### config.mk
export PLATFORM = sky130hd
export DESIGN_NAME = avalon_to_wb_bridge
export DESIGN_NICKNAME = d
export VERILOG_FILES = /design/src/rtl/avalon_to_wb_pkg.sv /design/src/rtl/avalon_to_wb_bridge.sv
export SDC_FILE = /design/constraint.sdc
export NUM_CORES = 1
export LEC_CHECK = 0
export BUFFER_PORTS_ARGS = -buffer_cell sky130_fd_sc_hd__buf_2
export CORE_MARGIN = 1.5
export CORE_UTILIZATION = 37
export CTS_CLUSTER_DIAMETER = 50
export CTS_CLUSTER_SIZE = 12
export DETAILED_ROUTE_END_ITERATION = 10
export MAX_ROUTING_LAYER = met4
export PLACE_DENSITY = 0.67
export SLEW_MARGIN = 15
export SYNTH_ARGS = -nofsm -noshare
export SYNTH_HDL_FRONTEND = slang
export SYNTH_SLANG_ARGS = --single-unit
### constraint.sdc
create_clock -name wb_clk_i -period 3.75 [get_ports wb_clk_i]
set_input_delay 0.75 -clock wb_clk_i [delete_from_list [all_inputs] [get_ports wb_clk_i]]
set_output_delay 0.75 -clock wb_clk_i [all_outputs]
set_load 0.01 [all_outputs]
### src/rtl/avalon_to_wb_pkg.sv
// Shared types for the Avalon-MM slave to Wishbone master bridge:
// FSM state enum, Wishbone CTI/BTE codes, Avalon response codes.
package avalon_to_wb_pkg;

  typedef enum logic [1:0] {
    ST_IDLE,
    ST_READ,
    ST_WRITE,
    ST_RETRY
  } state_e;

  localparam logic [2:0] CTI_CLASSIC   = 3'b000;
  localparam logic [2:0] CTI_INC_BURST = 3'b010;
  localparam logic [2:0] CTI_END_BURST = 3'b111;

  localparam logic [1:0] BTE_LINEAR = 2'b00;

  localparam logic [1:0] RESP_OKAY       = 2'b00;
  localparam logic [1:0] RESP_SLAVEERROR = 2'b10;

  // Avalon burstcount of 0 means a single beat.
  function automatic logic [7:0] beat_count(input logic [7:0] bc);
    return (bc == 8'd0) ? 8'd1 : bc;
  endfunction

endpackage

### src/rtl/avalon_to_wb_bridge.sv
// Avalon-MM slave (s_av_*) to Wishbone master (wb_*) bridge, one clock wb_clk_i,
// async active-low wb_rst_ni; bursts honoured when AVALON_TO_WB_BURST_EN is defined.
module avalon_to_wb_bridge
  import avalon_to_wb_pkg::*;
#(
  parameter int DW = 32,
  parameter int AW = 32
) (
  input  logic            wb_clk_i,
  input  logic            wb_rst_ni,
  input  logic [AW-1:0]   s_av_address_i,
  input  logic [DW/8-1:0] s_av_byteenable_i,
  input  logic            s_av_read_i,
  input  logic            s_av_write_i,
  input  logic [DW-1:0]   s_av_writedata_i,
  input  logic [7:0]      s_av_burstcount_i,
  output logic            s_av_waitrequest_o,
  output logic [DW-1:0]   s_av_readdata_o,
  output logic            s_av_readdatavalid_o,
  output logic [1:0]      s_av_response_o,
  output logic            bus_err_o,
  output logic [AW-1:0]   wb_adr_o,
  output logic [DW-1:0]   wb_dat_o,
  output logic [DW/8-1:0] wb_sel_o,
  output logic            wb_we_o,
  output logic            wb_cyc_o,
  output logic            wb_stb_o,
  output logic [2:0]      wb_cti_o,
  output logic [1:0]      wb_bte_o,
  input  logic [DW-1:0]   wb_dat_i,
  input  logic            wb_ack_i,
  input  logic            wb_err_i,
  input  logic            wb_rty_i
);

  localparam logic [AW-1:0] STEP = AW'(DW / 8);

  state_e          state_q, state_d;
  state_e          ret_q;
  logic [7:0]      beats_q;
  logic            burst_q;
  logic [AW-1:0]   adr_q;
  logic [DW/8-1:0] sel_q;
  logic [DW-1:0]   rdata_q;
  logic [1:0]      resp_q;
  logic            rdv_q;
  logic            berr_q;
  logic [7:0]      nbeats;

  logic active;
  logic term;
  logic last;

  assign active = (state_q == ST_READ) || (state_q == ST_WRITE);
  assign term   = wb_ack_i | wb_err_i;
  assign last   = (beats_q == 8'd1);

`ifdef AVALON_TO_WB_BURST_EN
  assign nbeats = beat_count(s_av_burstcount_i);

  always_comb begin
    wb_cti_o = CTI_CLASSIC;
    if (active && burst_q)
      wb_cti_o = last ? CTI_END_BURST : CTI_INC_BURST;
  end
`else
  logic unused_burst;

  assign nbeats       = 8'd1;
  assign wb_cti_o     = CTI_CLASSIC;
  assign unused_burst = ^{s_av_burstcount_i, burst_q};
`endif

  assign wb_bte_o = BTE_LINEAR;

  always_ff @(posedge wb_clk_i or negedge wb_rst_ni) begin
    if (!wb_rst_ni) state_q <= ST_IDLE;
    else            state_q <= state_d;
  end

  always_comb begin
    state_d = state_q;
    unique case (state_q)
      ST_IDLE: begin
        if (s_av_read_i)       state_d = ST_READ;
        else if (s_av_write_i) state_d = ST_WRITE;
      end
      ST_READ, ST_WRITE: begin
        if (term) begin
          if (last) state_d = ST_IDLE;
        end else if (wb_rty_i) begin
          state_d = ST_RETRY;
        end
      end
      ST_RETRY: state_d = ret_q;
      default:  state_d = ST_IDLE;
    endcase
  end

  always_comb begin
    s_av_waitrequest_o = 1'b1;
    unique case (state_q)
      ST_IDLE:  s_av_waitrequest_o = s_av_write_i | ~wb_rst_ni;
      ST_WRITE: s_av_waitrequest_o = ~term;
      default:  s_av_waitrequest_o = 1'b1;
    endcase
  end

  // Write data and enables are live from the Avalon side so each
  // Avalon beat maps directly onto one Wishbone beat.
  always_comb begin
    wb_cyc_o = (state_q != ST_IDLE);
    wb_stb_o = active;
    wb_we_o  = (state_q == ST_WRITE) ||
               ((state_q == ST_RETRY) && (ret_q == ST_WRITE));
    wb_dat_o = '0;
    wb_sel_o = '0;
    unique case (state_q)
      ST_READ: wb_sel_o = sel_q;
      ST_WRITE: begin
        wb_dat_o = s_av_writedata_i;
        wb_sel_o = s_av_byteenable_i;
      end
      default: ;
    endcase
  end

  always_ff @(posedge wb_clk_i or negedge wb_rst_ni) begin
    if (!wb_rst_ni) begin
      ret_q   <= ST_IDLE;
      beats_q <= 8'd0;
      burst_q <= 1'b0;
      adr_q   <= '0;
      sel_q   <= '0;
      rdata_q <= '0;
      resp_q  <= RESP_OKAY;
      rdv_q   <= 1'b0;
      berr_q  <= 1'b0;
    end else begin
      rdv_q  <= 1'b0;
      berr_q <= active & wb_err_i;
      unique case (state_q)
        ST_IDLE: begin
          if (s_av_read_i || s_av_write_i) begin
            adr_q   <= s_av_address_i;
            beats_q <= nbeats;
            burst_q <= (nbeats != 8'd1);
          end
          if (s_av_read_i) sel_q <= s_av_byteenable_i;
        end
        ST_READ: begin
          if (term) begin
            rdv_q   <= 1'b1;
            rdata_q <= wb_ack_i ? wb_dat_i : '0;
            resp_q  <= wb_ack_i ? RESP_OKAY : RESP_SLAVEERROR;
            beats_q <= beats_q - 8'd1;
            adr_q   <= adr_q + STEP;
          end else if (wb_rty_i) begin
            ret_q <= ST_READ;
          end
        end
        ST_WRITE: begin
          if (term) begin
            beats_q <= beats_q - 8'd1;
            adr_q   <= adr_q + STEP;
          end else if (wb_rty_i) begin
            ret_q <= ST_WRITE;
          end
        end
        default: ;
      endcase
    end
  end

  assign wb_adr_o             = adr_q;
  assign s_av_readdata_o      = rdata_q;
  assign s_av_response_o      = resp_q;
  assign s_av_readdatavalid_o = rdv_q;
  assign bus_err_o            = berr_q;

endmodule

==> impl_table.tex <==
\begin{tabular}{lr}
\hline
Metric & Value \\
\hline
\multicolumn{2}{l}{\textbf{Floorplan}} \\
Width of the chip & 115 microns \\
Number of placement rows & 40 \\
Initial cell density of the core & 38.2\% \\
Die height & 115 microns \\
Area of the die & 13100 sq um \\
Count of boundary I/O pins & 228 \\
Std-Cell Core Area & 12100 sq um \\
\multicolumn{2}{l}{\textbf{Finish}} \\
Footprint of the flip-flops and latches & 2080 sq um \\
Area added between synthesis and finish & 31.6\% \\
Final Non-Filler Cells & 893 \\
Number of nets in the layout & 841 \\
Fraction of layout cells with a size suffix above 1 & 36.5\% \\
Total area of multi-input combinational cells & 2330 sq um \\
Fill cell count & 1157 \\
\multicolumn{2}{l}{\textbf{Clock network}} \\
CTS buffer count & 9 \\
Post-CTS clock slew at the launch and capture registers of the worst setup and hold paths & 0.06 ns \\
CTS tree & yes \\
Total number of H-tree levels & 3 \\
Number of buffers inserted by hold repair at cts & 0 \\
Clock root buffer & sky130\_fd\_sc\_hd\_\_clkbuf\_16 \\
Clock Path Buffers & 2 \\
Number of sinks on the clock net & 83 \\
Number of gates resized after CTS & 0 \\
Post-CTS setup buffer count & 0 \\
Clock latency at the later pin of the worst-skew pair & 0.34 ns \\
\multicolumn{2}{l}{\textbf{Placement}} \\
Global placement routability congestion & 0.839 \\
Instance count after placement with tap cells included & 876 \\
Place WS & 1.04 ns \\
Detailed placement HPWL & 9.97 mm \\
Count of buffers inserted at the top-level ports & 213 \\
\multicolumn{2}{l}{\textbf{STA}} \\
Number of endpoints with negative hold slack in the final report & 0 \\
Worst Skew & 0.00752 ns \\
Worst max-slew margin expressed relative to the limit & 39.4\% \\
Setup violators final & 0 \\
Total count of max-transition violations in the final report & 0 \\
Post-route minimum period & 2.68 ns \\
Setup TNS after final layout & 0 ns \\
Final setup margin & 1.07 ns \\
Hold Worst Slack & 0.265 ns \\
Unrepaired setup endpoints after global routing & false \\
Post-route clock period utilization & 71.4\% \\
Slew at the pin with the worst max-slew slack & 0.909 ns \\
FMAX & 373 MHz \\
\multicolumn{2}{l}{\textbf{GRT}} \\
Total GRT Usage & 21.5\% \\
Largest net degree at the start of global routing & 72 \\
Antenna violations before repair & 1 \\
First-pass GRT wire length & 21.7 mm \\
Vias in the first global route & 4432 \\
Overflow left after global routing & 0 \\
\multicolumn{2}{l}{\textbf{Pwr}} \\
Switch Pwr & 2.45 mW \\
Total power after layout & 5.41 mW \\
Worst vdd ir & 279 uV \\
Part of the power in combinational logic & 52.7\% \\
Share of total power in the clock network & 15.2\% \\
Cell Pwr Density & 892 nW/um\^{}2 \\
Cell-internal power & 2.96 mW \\
Lkg Pwr & 3.10 nW \\
Net switching fraction of the power & 45.3\% \\
Fraction of power consumed by sequential logic & 32.1\% \\
\multicolumn{2}{l}{\textbf{Setup path}} \\
Critical Path End Type & output pin \\
Maximum net fanout on the critical path & 20 \\
Kind of start point of the critical path & flop \\
CP Data Arrival Time & 1.93 ns \\
Worst path required time & 3.00 ns \\
Worst setup path category & reg2out \\
\multicolumn{2}{l}{\textbf{Yosys}} \\
Sequential fraction of the synthesis area & 45.1\% \\
Post-synthesis sequential element count & 83 \\
Synthesized area divided by synthesized cell count & 8.83 sq um \\
Share of flip-flops with an asynchronous set or reset & 100\% \\
Dominant register cell in the synthesized netlist & sky130\_fd\_sc\_hd\_\_dfrtp\_1 \\
Total number of yosys warnings & 0 \\
Total standard cell area after synthesis & 4610 sq um \\
Number of enable-type register cells in the synthesized netlist & 0 \\
Number of cells produced by synthesis & 522 \\
Distinct cells, synth & 55 \\
\multicolumn{2}{l}{\textbf{Routing}} \\
Detail-routed net length per standard cell & 15.3 microns \\
Detailed Route WL & 13.7 mm \\
DRT Pass-1 Iters & 5 \\
ANT nets after route & 0 \\
Total vias in the final route & 4641 \\
Number of remaining DRC errors & 0 \\
Detailed router's first-iteration violation count & 272 \\
Vias per Instance & 5.20 \\
\multicolumn{2}{l}{\textbf{Worst hold path}} \\
Min-Delay Path Class & in2async \\
\multicolumn{2}{l}{\textbf{Job}} \\
Max capacitance violation total & 0 \\
\multicolumn{2}{l}{\textbf{Status}} \\
Status & completed \\
\hline
\end{tabular}
routing by layer:
layer | share of wire (%) | global-route usage, % | wire (microns) | up-vias
met4 | 1.5 | 7.42 | 208 | 0
li1 | - | - | - | 2248
met5 | 0 | - | 0 | -
met2 | 47 | 32.8 | 6440 | 189
met1 | 44 | 28.4 | 6020 | 2188
met3 | 7.5 | 4.39 | 1020 | 16
power groups by stage:
stage	logic [mW]	registers [mW]	clock network (mW)
floorplan	1.77	1.81	0
CTS	2.86	1.73	0.847
finish	2.85	1.74	0.822
global placement	2.79	1.71	0
global route	3.16	1.80	0.880
detailed placement	2.86	1.74	0
through the flow:
| step | area (sq um) | utilization (%) |
|---|---|---|
| global route | 6060 | 50.3 |
| detailed placement | 5790 | 48.0 |
| CTS | 6060 | 50.2 |
| floorplan | 4630 | - |
| global placement | 5790 | 48.0 |
| finish | 6060 | 50.3 |
logic make-up (layout without fill, tap and decap cells):
| kind of cell | count (synthesis) | after routing | synth area share, % |
|---|---|---|---|
| simple gates | 263 | 263 | 30.3 |
| compound gates | 100 | 100 | 13.7 |
| flops | 83 | 83 | 45.1 |
| buf+inv | 49 | 246 | 4.72 |
| mux | 14 | 14 | 3.26 |
| fa+ha+maj | 7 | 7 | 1.90 |
| xor+xnor | 5 | 5 | 0.950 |
| other cells | 1 | 7 | 0.0814 |
layout by cell type, fill, tap and decap left out, types with 5 or more instances in the layout:
cell type	instances
sky130_fd_sc_hd__a21oi_1	29
sky130_fd_sc_hd__a22oi_1	8
sky130_fd_sc_hd__a31oi_1	5
sky130_fd_sc_hd__and2_1	36
sky130_fd_sc_hd__and3_1	9
sky130_fd_sc_hd__and4_1	6
sky130_fd_sc_hd__buf_2	212
sky130_fd_sc_hd__buf_4	10
sky130_fd_sc_hd__clkbuf_16	9
sky130_fd_sc_hd__conb_1	6
sky130_fd_sc_hd__dfrtp_1	83
sky130_fd_sc_hd__ha_1	7
sky130_fd_sc_hd__inv_1	8
sky130_fd_sc_hd__mux2_2	8
sky130_fd_sc_hd__mux2i_1	6
sky130_fd_sc_hd__nand2_1	91
sky130_fd_sc_hd__nand3_1	48
sky130_fd_sc_hd__nand4_1	12
sky130_fd_sc_hd__nor2_1	15
sky130_fd_sc_hd__nor3_1	9
sky130_fd_sc_hd__nor4_1	6
sky130_fd_sc_hd__o21ai_0	18
sky130_fd_sc_hd__o22ai_1	21
sky130_fd_sc_hd__or3_1	8
synth_stat cells, types with 2 or more instances:
cell                       count  area share [%]
sky130_fd_sc_hd__a31oi_1       5            0.68
sky130_fd_sc_hd__ha_1          7             1.9
sky130_fd_sc_hd__nor4_4        2            0.92
sky130_fd_sc_hd__inv_1         8            0.65
sky130_fd_sc_hd__dfrtp_1      83              45
sky130_fd_sc_hd__mux2_2        8             2.0
sky130_fd_sc_hd__a21oi_1      29             3.1
sky130_fd_sc_hd__nand4_1      12             1.6
sky130_fd_sc_hd__and2_1       36             4.9
sky130_fd_sc_hd__xor2_1        4            0.76
sky130_fd_sc_hd__nor3_1        9            0.98
sky130_fd_sc_hd__clkbuf_1     26             2.1
sky130_fd_sc_hd__o21ai_0      18             2.0
sky130_fd_sc_hd__nor2_1       16             1.3
sky130_fd_sc_hd__or2_2         2            0.27
sky130_fd_sc_hd__nor2b_1       4            0.54
sky130_fd_sc_hd__nor4_1        6            0.81
sky130_fd_sc_hd__a31o_2        4            0.76
sky130_fd_sc_hd__nand3_1      48             5.2
sky130_fd_sc_hd__or3_1         8             1.1
sky130_fd_sc_hd__mux2i_1       6             1.3
sky130_fd_sc_hd__nand2_1      91             7.4
sky130_fd_sc_hd__buf_2         6            0.65
sky130_fd_sc_hd__buf_4         7             1.1
sky130_fd_sc_hd__a22oi_1       8             1.3
sky130_fd_sc_hd__and4_1        6             1.1
sky130_fd_sc_hd__o22ai_1      21             2.9
sky130_fd_sc_hd__and3_1        9             1.2
sky130_fd_sc_hd__o221a_2       3            0.73
sky130_fd_sc_hd__buf_1         2            0.16
sky130_fd_sc_hd__o31ai_1       2            0.33
sky130_fd_sc_hd__or4_1         3            0.49
layout make-up:
type / count / area share (%)
Tap cell: 168 / 3.47
Multi-Input combinational cell: 395 / 38.5
Sequential cell: 83 / 34.3
Inverter: 8 / 0.495
Timing Repair Buffer: 222 / 18.7
Clock buffer: 12 / 4.07
Clock inverter: 4 / 0.433
Antenna cell: 1 / 0.0413
flip-flops by register name, summed over array words and instances, names as in the netlist:
signal / flops
s_av_readdata_o: 32
wb_adr_o: 32
beats_q: 8
sel_q: 4
ret_q: 2
state_q: 2
bus_err_o: 1
s_av_readdatavalid_o: 1
s_av_response_o: 1
final timing paths:
| kind | startpoint | end | slack, ns | cells past startpoint |
|---|---|---|---|---|
| setup / recovery | state_q[1] | wb_sel_o[1] | 1.07 | 4 |
| hold / removal | wb_rst_ni | wb_adr_o[23] | 0.27 | 1 |
| setup reg to reg | state_q[0] | beats_q[7] | 1.14 | 7 |
| hold reg to reg | s_av_readdata_o[21] | s_av_readdata_o[21] | 0.46 | 2 |
| max in group asynchronous | wb_rst_ni | s_av_readdata_o[27] | 2.31 | 2 |
| min in group wb_clk_i | s_av_readdata_o[21] | s_av_readdata_o[21] | 0.46 | 2 |
critical path: stages, from the launching register on:
cell and delay [ns]:
sky130_fd_sc_hd__dfrtp_1 0.38, sky130_fd_sc_hd__inv_1 0.08, sky130_fd_sc_hd__ha_1 0.75, sky130_fd_sc_hd__nor2b_1 0.22
sky130_fd_sc_hd__buf_2 0.15
(Power assumes the default switching activity.)
